==> src/rtl/lane_deskew_unstripe.sv <==
// rtl/lane_deskew_unstripe.sv - per-lane deskew FIFOs with marker alignment and column unstriping
// Ports:
//   clk, reset              clock; synchronous active-high reset
//   LANESNUMBER             active lane count (1,2,4,8,16); any other value acts as 1
//   lane_data/lane_k        one byte + K flag per lane, lane i at [8i+7:8i] / [i]
//   lane_valid              per-lane FIFO write enable
//   out_data/out_k          registered unstriped column (inactive lanes read 0)
//   out_valid               out_data/out_k carry a column this cycle
//   aligned                 high while in ALIGNED
//   deskew_err, ovf_err     one-cycle error pulses
//   skew_cycles             skew measured at the last successful alignment
module lane_deskew_unstripe #(
  parameter int         MAX_LANES  = 16,
  parameter int         FIFO_DEPTH = 8,
  parameter int         MAX_SKEW   = 6,
  parameter logic [7:0] ALIGN_SYM  = 8'hBC
) (
  input  logic                           clk,
  input  logic                           reset,
  input  logic [4:0]                     LANESNUMBER,
  input  logic [MAX_LANES*8-1:0]         lane_data,
  input  logic [MAX_LANES-1:0]           lane_k,
  input  logic [MAX_LANES-1:0]           lane_valid,
  output logic [MAX_LANES*8-1:0]         out_data,
  output logic [MAX_LANES-1:0]           out_k,
  output logic                           out_valid,
  output logic                           aligned,
  output logic                           deskew_err,
  output logic                           ovf_err,
  output logic [$clog2(MAX_SKEW+1)-1:0]  skew_cycles
);
  localparam int AW = $clog2(FIFO_DEPTH);
  localparam int SW = $clog2(MAX_SKEW + 1);

  typedef enum logic {S_SEARCH = 1'b0, S_ALIGNED = 1'b1} state_t;

  state_t                 state_q, state_d;
  logic [SW-1:0]          skew_q, skew_d, skew_cycles_q, skew_cycles_d;
  logic [4:0]             lanes_q;
  logic [8:0]             mem_q    [MAX_LANES][FIFO_DEPTH];
  logic [AW:0]            wr_ptr_q [MAX_LANES];
  logic [AW:0]            rd_ptr_q [MAX_LANES];

  logic [5:0]             n_lanes;
  logic [MAX_LANES-1:0]   active, empty, full, is_mark, wr_en, wr_ok, pop;
  logic [MAX_LANES*8-1:0] head_data, col_data_d, out_data_q;
  logic [MAX_LANES-1:0]   head_k, col_k_d, out_k_q;
  logic                   all_mark, any_mark, all_nonempty, lane_chg, ovf, flush;
  logic                   col_valid_d, out_valid_q, deskew_d, deskew_q, ovf_q;

  always_comb begin
    n_lanes = 6'd1;
    if ((LANESNUMBER == 5'd2 || LANESNUMBER == 5'd4 || LANESNUMBER == 5'd8 ||
         LANESNUMBER == 5'd16) && (int'(LANESNUMBER) <= MAX_LANES))
      n_lanes = {1'b0, LANESNUMBER};
    active = '0;
    for (int i = 0; i < MAX_LANES; i++) active[i] = (i < int'(n_lanes));
  end

  // Pointers carry one extra wrap bit so full and empty are distinguishable.
  always_comb begin
    empty     = '0;
    full      = '0;
    is_mark   = '0;
    head_data = '0;
    head_k    = '0;
    for (int i = 0; i < MAX_LANES; i++) begin
      empty[i] = (wr_ptr_q[i] == rd_ptr_q[i]);
      full[i]  = (wr_ptr_q[i][AW] != rd_ptr_q[i][AW]) &&
                 (wr_ptr_q[i][AW-1:0] == rd_ptr_q[i][AW-1:0]);
      {head_k[i], head_data[8*i +: 8]} = mem_q[i][rd_ptr_q[i][AW-1:0]];
      is_mark[i] = !empty[i] && head_k[i] && (head_data[8*i +: 8] == ALIGN_SYM);
    end
  end

  assign all_mark     = ((is_mark & active) == active);
  assign any_mark     = |(is_mark & active);
  assign all_nonempty = ((~empty & active) == active);
  assign wr_en        = lane_valid & active;
  assign lane_chg     = (LANESNUMBER != lanes_q);

  always_comb begin
    state_d       = state_q;
    skew_d        = skew_q;
    skew_cycles_d = skew_cycles_q;
    pop           = '0;
    flush         = 1'b0;
    col_valid_d   = 1'b0;
    deskew_d      = 1'b0;
    case (state_q)
      S_SEARCH: begin
        if (all_mark) begin
          pop           = active;
          col_valid_d   = 1'b1;
          state_d       = S_ALIGNED;
          skew_cycles_d = skew_q;
          skew_d        = '0;
        end else if (!any_mark) begin
          pop    = active & ~empty;
          skew_d = '0;
        end else if (skew_q == SW'(MAX_SKEW)) begin
          // Waited too long: drop the held markers along with everything else.
          pop      = active & ~empty;
          skew_d   = '0;
          deskew_d = 1'b1;
        end else begin
          pop    = active & ~empty & ~is_mark;
          skew_d = skew_q + 1'b1;
        end
      end
      S_ALIGNED: begin
        if (all_nonempty) begin
          if (all_mark || !any_mark) begin
            pop         = active;
            col_valid_d = 1'b1;
          end else begin
            deskew_d = 1'b1;
            flush    = 1'b1;
            state_d  = S_SEARCH;
            skew_d   = '0;
          end
        end
      end
      default: state_d = S_SEARCH;
    endcase
    ovf = |(wr_en & full & ~pop);
    // A lane-count change or overflow pre-empts everything decided above.
    if (lane_chg || ovf) begin
      flush         = 1'b1;
      state_d       = S_SEARCH;
      skew_d        = '0;
      skew_cycles_d = skew_cycles_q;
      col_valid_d   = 1'b0;
      deskew_d      = 1'b0;
    end
  end

  assign wr_ok = wr_en & (~full | pop);

  always_comb begin
    col_data_d = '0;
    col_k_d    = '0;
    for (int i = 0; i < MAX_LANES; i++) begin
      if (active[i]) begin
        col_data_d[8*i +: 8] = head_data[8*i +: 8];
        col_k_d[i]           = head_k[i];
      end
    end
  end

  always_ff @(posedge clk) begin
    if (reset) begin
      state_q       <= S_SEARCH;
      skew_q        <= '0;
      skew_cycles_q <= '0;
      lanes_q       <= LANESNUMBER;
      out_valid_q   <= 1'b0;
      out_data_q    <= '0;
      out_k_q       <= '0;
      deskew_q      <= 1'b0;
      ovf_q         <= 1'b0;
      for (int i = 0; i < MAX_LANES; i++) begin
        wr_ptr_q[i] <= '0;
        rd_ptr_q[i] <= '0;
      end
    end else begin
      state_q       <= state_d;
      skew_q        <= skew_d;
      skew_cycles_q <= skew_cycles_d;
      lanes_q       <= LANESNUMBER;
      out_valid_q   <= col_valid_d;
      out_data_q    <= col_valid_d ? col_data_d : '0;
      out_k_q       <= col_valid_d ? col_k_d : '0;
      deskew_q      <= deskew_d;
      ovf_q         <= ovf && !lane_chg;
      for (int i = 0; i < MAX_LANES; i++) begin
        if (flush) begin
          wr_ptr_q[i] <= '0;
          rd_ptr_q[i] <= '0;
        end else begin
          if (wr_ok[i]) wr_ptr_q[i] <= wr_ptr_q[i] + 1'b1;
          if (pop[i])   rd_ptr_q[i] <= rd_ptr_q[i] + 1'b1;
        end
      end
    end
  end

  always_ff @(posedge clk) begin
    for (int i = 0; i < MAX_LANES; i++) begin
      if (wr_ok[i] && !flush)
        mem_q[i][wr_ptr_q[i][AW-1:0]] <= {lane_k[i], lane_data[8*i +: 8]};
    end
  end

  assign out_data    = out_data_q;
  assign out_k       = out_k_q;
  assign out_valid   = out_valid_q;
  assign aligned     = (state_q == S_ALIGNED);
  assign deskew_err  = deskew_q;
  assign ovf_err     = ovf_q;
  assign skew_cycles = skew_cycles_q;

endmodule

==> config.mk <==
export PLATFORM = sky130hd
export DESIGN_NAME = lane_deskew_unstripe
export DESIGN_NICKNAME = d
export VERILOG_FILES = /design/src/rtl/lane_deskew_unstripe.sv
export SDC_FILE = /design/constraint.sdc
export NUM_CORES = 2
export LEC_CHECK = 0
export CAP_MARGIN = 20
export CORE_ASPECT_RATIO = 1.4
export CORE_MARGIN = 2
export CORE_UTILIZATION = 55
export CTS_BUF_LIST = sky130_fd_sc_hd__clkbuf_4
export DETAILED_ROUTE_END_ITERATION = 10
export PLACE_DENSITY = 0.74
export SYNTH_ARGS = -nofsm -noshare
export SYNTH_HDL_FRONTEND = slang
export SYNTH_SLANG_ARGS = --single-unit
==> constraint.sdc <==
create_clock -name clk -period 7.61 [get_ports clk]
set_input_delay 0.761 -clock clk [delete_from_list [all_inputs] [get_ports clk]]
set_output_delay 0.761 -clock clk [all_outputs]
set_load 0.02 [all_outputs]
; After elaboration in Yosys (flattened, before gate mapping)
; Memory sizes are Yosys's and may differ from the RTL's.
; Index checks and enable logic that the tools add are counted.
[totals]
regBits = 159
ram_bits = 1280
in_bits = 167
output_inout_bits = 151
memories = 3
[memory_table]
columns = memory, words, width, read_ports, rd_clocked_by_memory_dff, wr, line_no
row1 = mem_q, 16, 72, 16, 0, 16, 40  ; logic [8:0] mem_q [MAX_LANES][FIFO_DEPTH];
row2 = rd_ptr_q, 16, 4, 16, 0, 16, 42  ; logic [AW:0] rd_ptr_q [MAX_LANES];
row3 = wr_ptr_q, 16, 4, 16, 0, 16, 41  ; logic [AW:0] wr_ptr_q [MAX_LANES];
[op_classes]
n_addsub = 33
magnitude_cmp = 65
n_eq_ne = 74
mux = 337
bitwise = 127
n_reduce_logical = 127
[ops]
columns = operator, n
row1 = $mux 72, 16
row2 = $bmux 9 s3, 16
row3 = $demux 9 s3, 16
row4 = $mux 9, 48
row5 = $mux 4, 64
row6 = $mux 1, 161
row7 = $add 4x1->4 const B, 32
row8 = $eq 8x8->1 const B, 16
row9 = $ge 4x4->1 const B, 32
row10 = $not 3->4, 32
row11 = $and 16x16->16, 7
row12 = $logic_and 1x1->1, 82
row13 = $mux 16, 5
row14 = $eq 4x4->1, 16
row15 = $lt 4x1->1 const B, 16
row16 = $not 16->16, 4
row17 = $or 1x1->1, 64
row18 = $eq 3x3->1, 16
row19 = $lt 4x6->1 const A, 8
row20 = $reduce_or 3->1, 16
row21 = $eq 16x16->1, 2
row22 = $pmux 16 s2, 1
row23 = $reduce_or 16->1, 2
row24 = $lt 3x6->1 const A, 4
row25 = 24 further kinds, 87

; Depth between registers and ports, before layout
[logic_depth]
ltp_word = 24
depth_mapped = 17

; Worst setup path before layout
; Ideal clock, no wire load.
[synth_timing]
path_type = reg2reg
start = memory rd_ptr_q[1][1] (netlist bit)
end = memory mem_q[1][10] (netlist bit), enable pin
arrival_time_ns = 5.164
required_ns = 7.211
setup_slack_ns = 2.046
stages_incl_launch_ff = 16
path_buffers = 4
period_less_slack_ns = 5.564
path_cell_list = edfxtp_1 > clkbuf_1 > buf_2 > mux4_2 > mux2i_1 > nor2_1 > and3_1 > or4_1 > o41a_1 > o41ai_1 > nor2_1 > a221oi_4 > nand4_2 > buf_2 > buf_2 > nor4_1
[synth_rtl]
columns = item, line_no
row1 = start: declaration, 42
row2 = end: declaration, 40

==> results.yml <==
clock_network:
  tritoncts: "built"
  cts_buffers: 343
  cts_buffer_depth: 4
  cts_resized: 0
  cts_hold_buf: 0
  cts_sinks: 1439
  post-cts-setup-buffers: 0
  htreeDepth: 5
  root_buffer: "clkbuf_4"
  clk_pin_slew_ns: 0.07
  clock_latency_ns: 1.24
global_route:
  grt_pass1_vias: 33421
  antenna_found_initial: 20
  grt_pass1_wl_mm: 200.8
  grt_overflow: 0
  grt_usage_pct: 25.05
  grt_max_degree: 158
placed_design:
  io_buffers: 317
  postPlaceCellArea_mm2: 0.06311
  gp_congestion: 0.8500
  dp_hpwl_mm: 93.84
routing:
  wirelength_mm: 133.4
  viasPerCell: 5.860
  routedWlPerCell_um: 24.34
  first_pass_iters: 5
  dr.first_iter.drc_count: 2547
  drtAntennaViolNets: 0
  drc: 0
  vias: 32114
finish:
  fin_area_mm2: 0.06745
  area.growth.synth_to_final_pct: 17.33
  nNetsFinal: 4064
  drive_gt1_share_pct: 25.83
synthesis:
  synth.distinct_cells: 70
  seq_area_frac_synth_pct: 72.40
  async_flop_share_pct: 0
  synth-main-ff-cell: "edfxtp_1"
  syn-num-nets: 3466
  synth_cells: 3267
  synth_most_common_cell: "edfxtp_1"
  synth_warnings: 0
  synth.area.top_cells: "edfxtp_1 67%, mux4_2 11%, dfxtp_1 5.5%, mux2i_1 2.3%, nor3_1 1.4%"
  ys_ff_latch: 1439
  synth_top_area_cell: "edfxtp_1"
  synth_edf_count: 1280
  synth_area_mm2: 0.05749
  synth_commonest_cells: "1280 x edfxtp_1, 284 x mux4_2, 209 x nor2_1"
  yosysTopAreaCellShare_pct: 66.86
  syn_avg_cell_area_um2: 17.60
timing:
  fmax_mhz: 151.9
  setup_viol: 0
  fin_skew_ns: 0.1362
  rsz0062_at_grt: "false"
  relSlewSlack_pct: 26.23
  post-route-min-period_ns: 6.584
  fin_crit_sh_pct: 86.52
  slew_viol_final: 0
  final_hold_viol_count: 0
  tightest_slew_ns: 1.097
  setup_tns_ns: 0
worst_setup_path:
  crit-reg2reg-capture: "mem_q[0][470]$_DFFE_PP_"
  setup.worst_path.end: "mem_q[0][470]$_DFFE_PP_"
  worstRegToRegCells: 12
  critPathKind: "flip-flop to flip-flop"
  worst-path-max-fanout: 81
  end_kind: "flip-flop"
  critPathLaunch: "rd_ptr_q[1][18]$_SDFFCE_PP0P_"
  r2r_slack_ns: 1.03
  r2r-start: "rd_ptr_q[1][18]$_SDFFCE_PP0P_"
  worstPathArrival_ns: 7.36
  required_ns: 8.39
  crit_path_start_kind: "flip-flop"
hold_path:
  min_path_type: "input pin to flip-flop"
  whs_path_depth: 1
floorplanning:
  rows: 140
  core_area_mm2: 0.1039
  initial_utilization_pct: 55.34
  die_w_um: 277.2
  die_y_um: 386.5
  pin_count: 318
  die-area_mm2: 0.1072
power:
  peakVddDrop_v: 0.0001780
  powerDensity_mw_per_mm2: 222.0
  cellLeakagePower_nw: 21.56
outcome:
  status: "finished clean"
run:
  drv_cap: 0
-- critical path, cell delays in order (launching register included) --
cell and delay, ns:
edfxtp_1 0.97, mux4_2 0.37, mux2i_1 0.09, or4_1 0.62, nor4_1 0.71, inv_1 0.23, nor4_1 0.41, o211a_1 0.42
nor2_2 0.19, a221oi_4 0.51, nand4_4 0.20, buf_12 0.24, nor4_2 1.00
-- layout make-up --
cell class	instances	area, µm²
Clock buffer	486	3649
Inverter	45	168.9
Antenna cell	11	27.53
Fill cell	7117	36420
Timing Repair Buffer	464	4389
Multi-Input combinational cell	1572	15420
Clock inverter	114	493.0
Sequential cell	1439	41620
Tap cell	1349	1688
-- how the worst min path moves through the flow --
stage	slack (ns)	endpoint	start
finish	0.25	lanes_q[0]$_DFF_P_	LANESNUMBER[0]
CTS	0.07	lanes_q[0]$_DFF_P_	LANESNUMBER[0]
global placement	0.48	skew_cycles[2]$_SDFFE_PP0P_	skew_cycles[2]$_SDFFE_PP0P_
detailed placement	0.49	skew_cycles[2]$_SDFFE_PP0P_	skew_cycles[2]$_SDFFE_PP0P_
global route	0.11	wr_ptr_q[0][21]$_SDFFCE_PN0P_	lane_valid[5]
floorplan	0.50	skew_q[2]$_SDFFE_PP0P_	skew_q[2]$_SDFFE_PP0P_
-- registers in the layout (all words and copies together), names as in the netlist --
signal	flops
out_k	16
deskew_err	1
aligned	1
wr_ptr_q	64
out_data	128
ovf_err	1
out_valid	1
lanes_q	5
mem_q	1152
skew_q	3
rd_ptr_q	64
skew_cycles	3
-- per-layer routing --
layer	routed length (µm)	up-vias	GRT usage [%]	part of all wire [%]
met1	50190	16246	30.10	38
met2	70350	1186	43.41	53
met4	4061	22	10.42	3.0
li1	-	14414	-	-
met5	148	-	0	0.11
met3	8639	246	5.900	6.5
-- power by group --
group / internal [mW] / total [mW] / switching [mW]
logic: 0.186 / 0.446 / 0.261
clock network: 3.01 / 5.90 / 2.88
registers: 8.59 / 8.63 / 0.0452
total: 11.8 / 15.0 / 3.19
-- cell families (layout without fill, tap and decap cells) --
family,Yosys count,count (layout),synth area share [%]
mux,423,423,13.56
compound gates,116,116,1.437
other cells,0,11,0
fa+ha+maj,32,32,0.6965
xor+xnor,136,136,2.072
buf+inv,256,1109,1.800
flops,1439,1439,72.40
simple gates,865,865,8.033
-- metrics by stage --
| step | worst slack, ns | hold slack, ns | util (%) | std cells | power (mW) |
|---|---|---|---|---|---|
| floorplan | 2.046 | 0.5026 | - | 3267 | 8.972 |
| global placement | 1.028 | 0.4760 | 60.75 | 4855 | 9.243 |
| detailed placement | 1.039 | 0.4936 | 60.76 | 4857 | 9.252 |
| CTS | 1.028 | 0.07344 | 64.74 | 5457 | 15.15 |
| global route | 0.5527 | 0.1094 | 64.92 | 5475 | 15.55 |
| finish | 1.026 | 0.2498 | 64.94 | 5480 | 14.98 |
-- cell usage in the layout, fill, tap and decap left out, types with 14 or more instances in the layout --
master           count
a21oi_1             14
and2_1              16
buf_4              134
clkbuf_4           490
clkdlybuf4s50_1    317
clkinv_1            95
dfxtp_1            159
edfxtp_1          1280
ha_1                32
inv_1               45
mux2i_1            131
mux4_2             284
nand2_1             85
nand2b_1            48
nand3_1             65
nand3b_1            22
nand4_1             17
nor2_1             207
nor2b_1             25
nor3_1             156
nor4_1              35
nor4_2              80
nor4b_1             17
o21ai_0             27
or4_1               14
xnor2_1             63
xor2_1              73
Note: power is estimated with default switching activity, not from simulation.
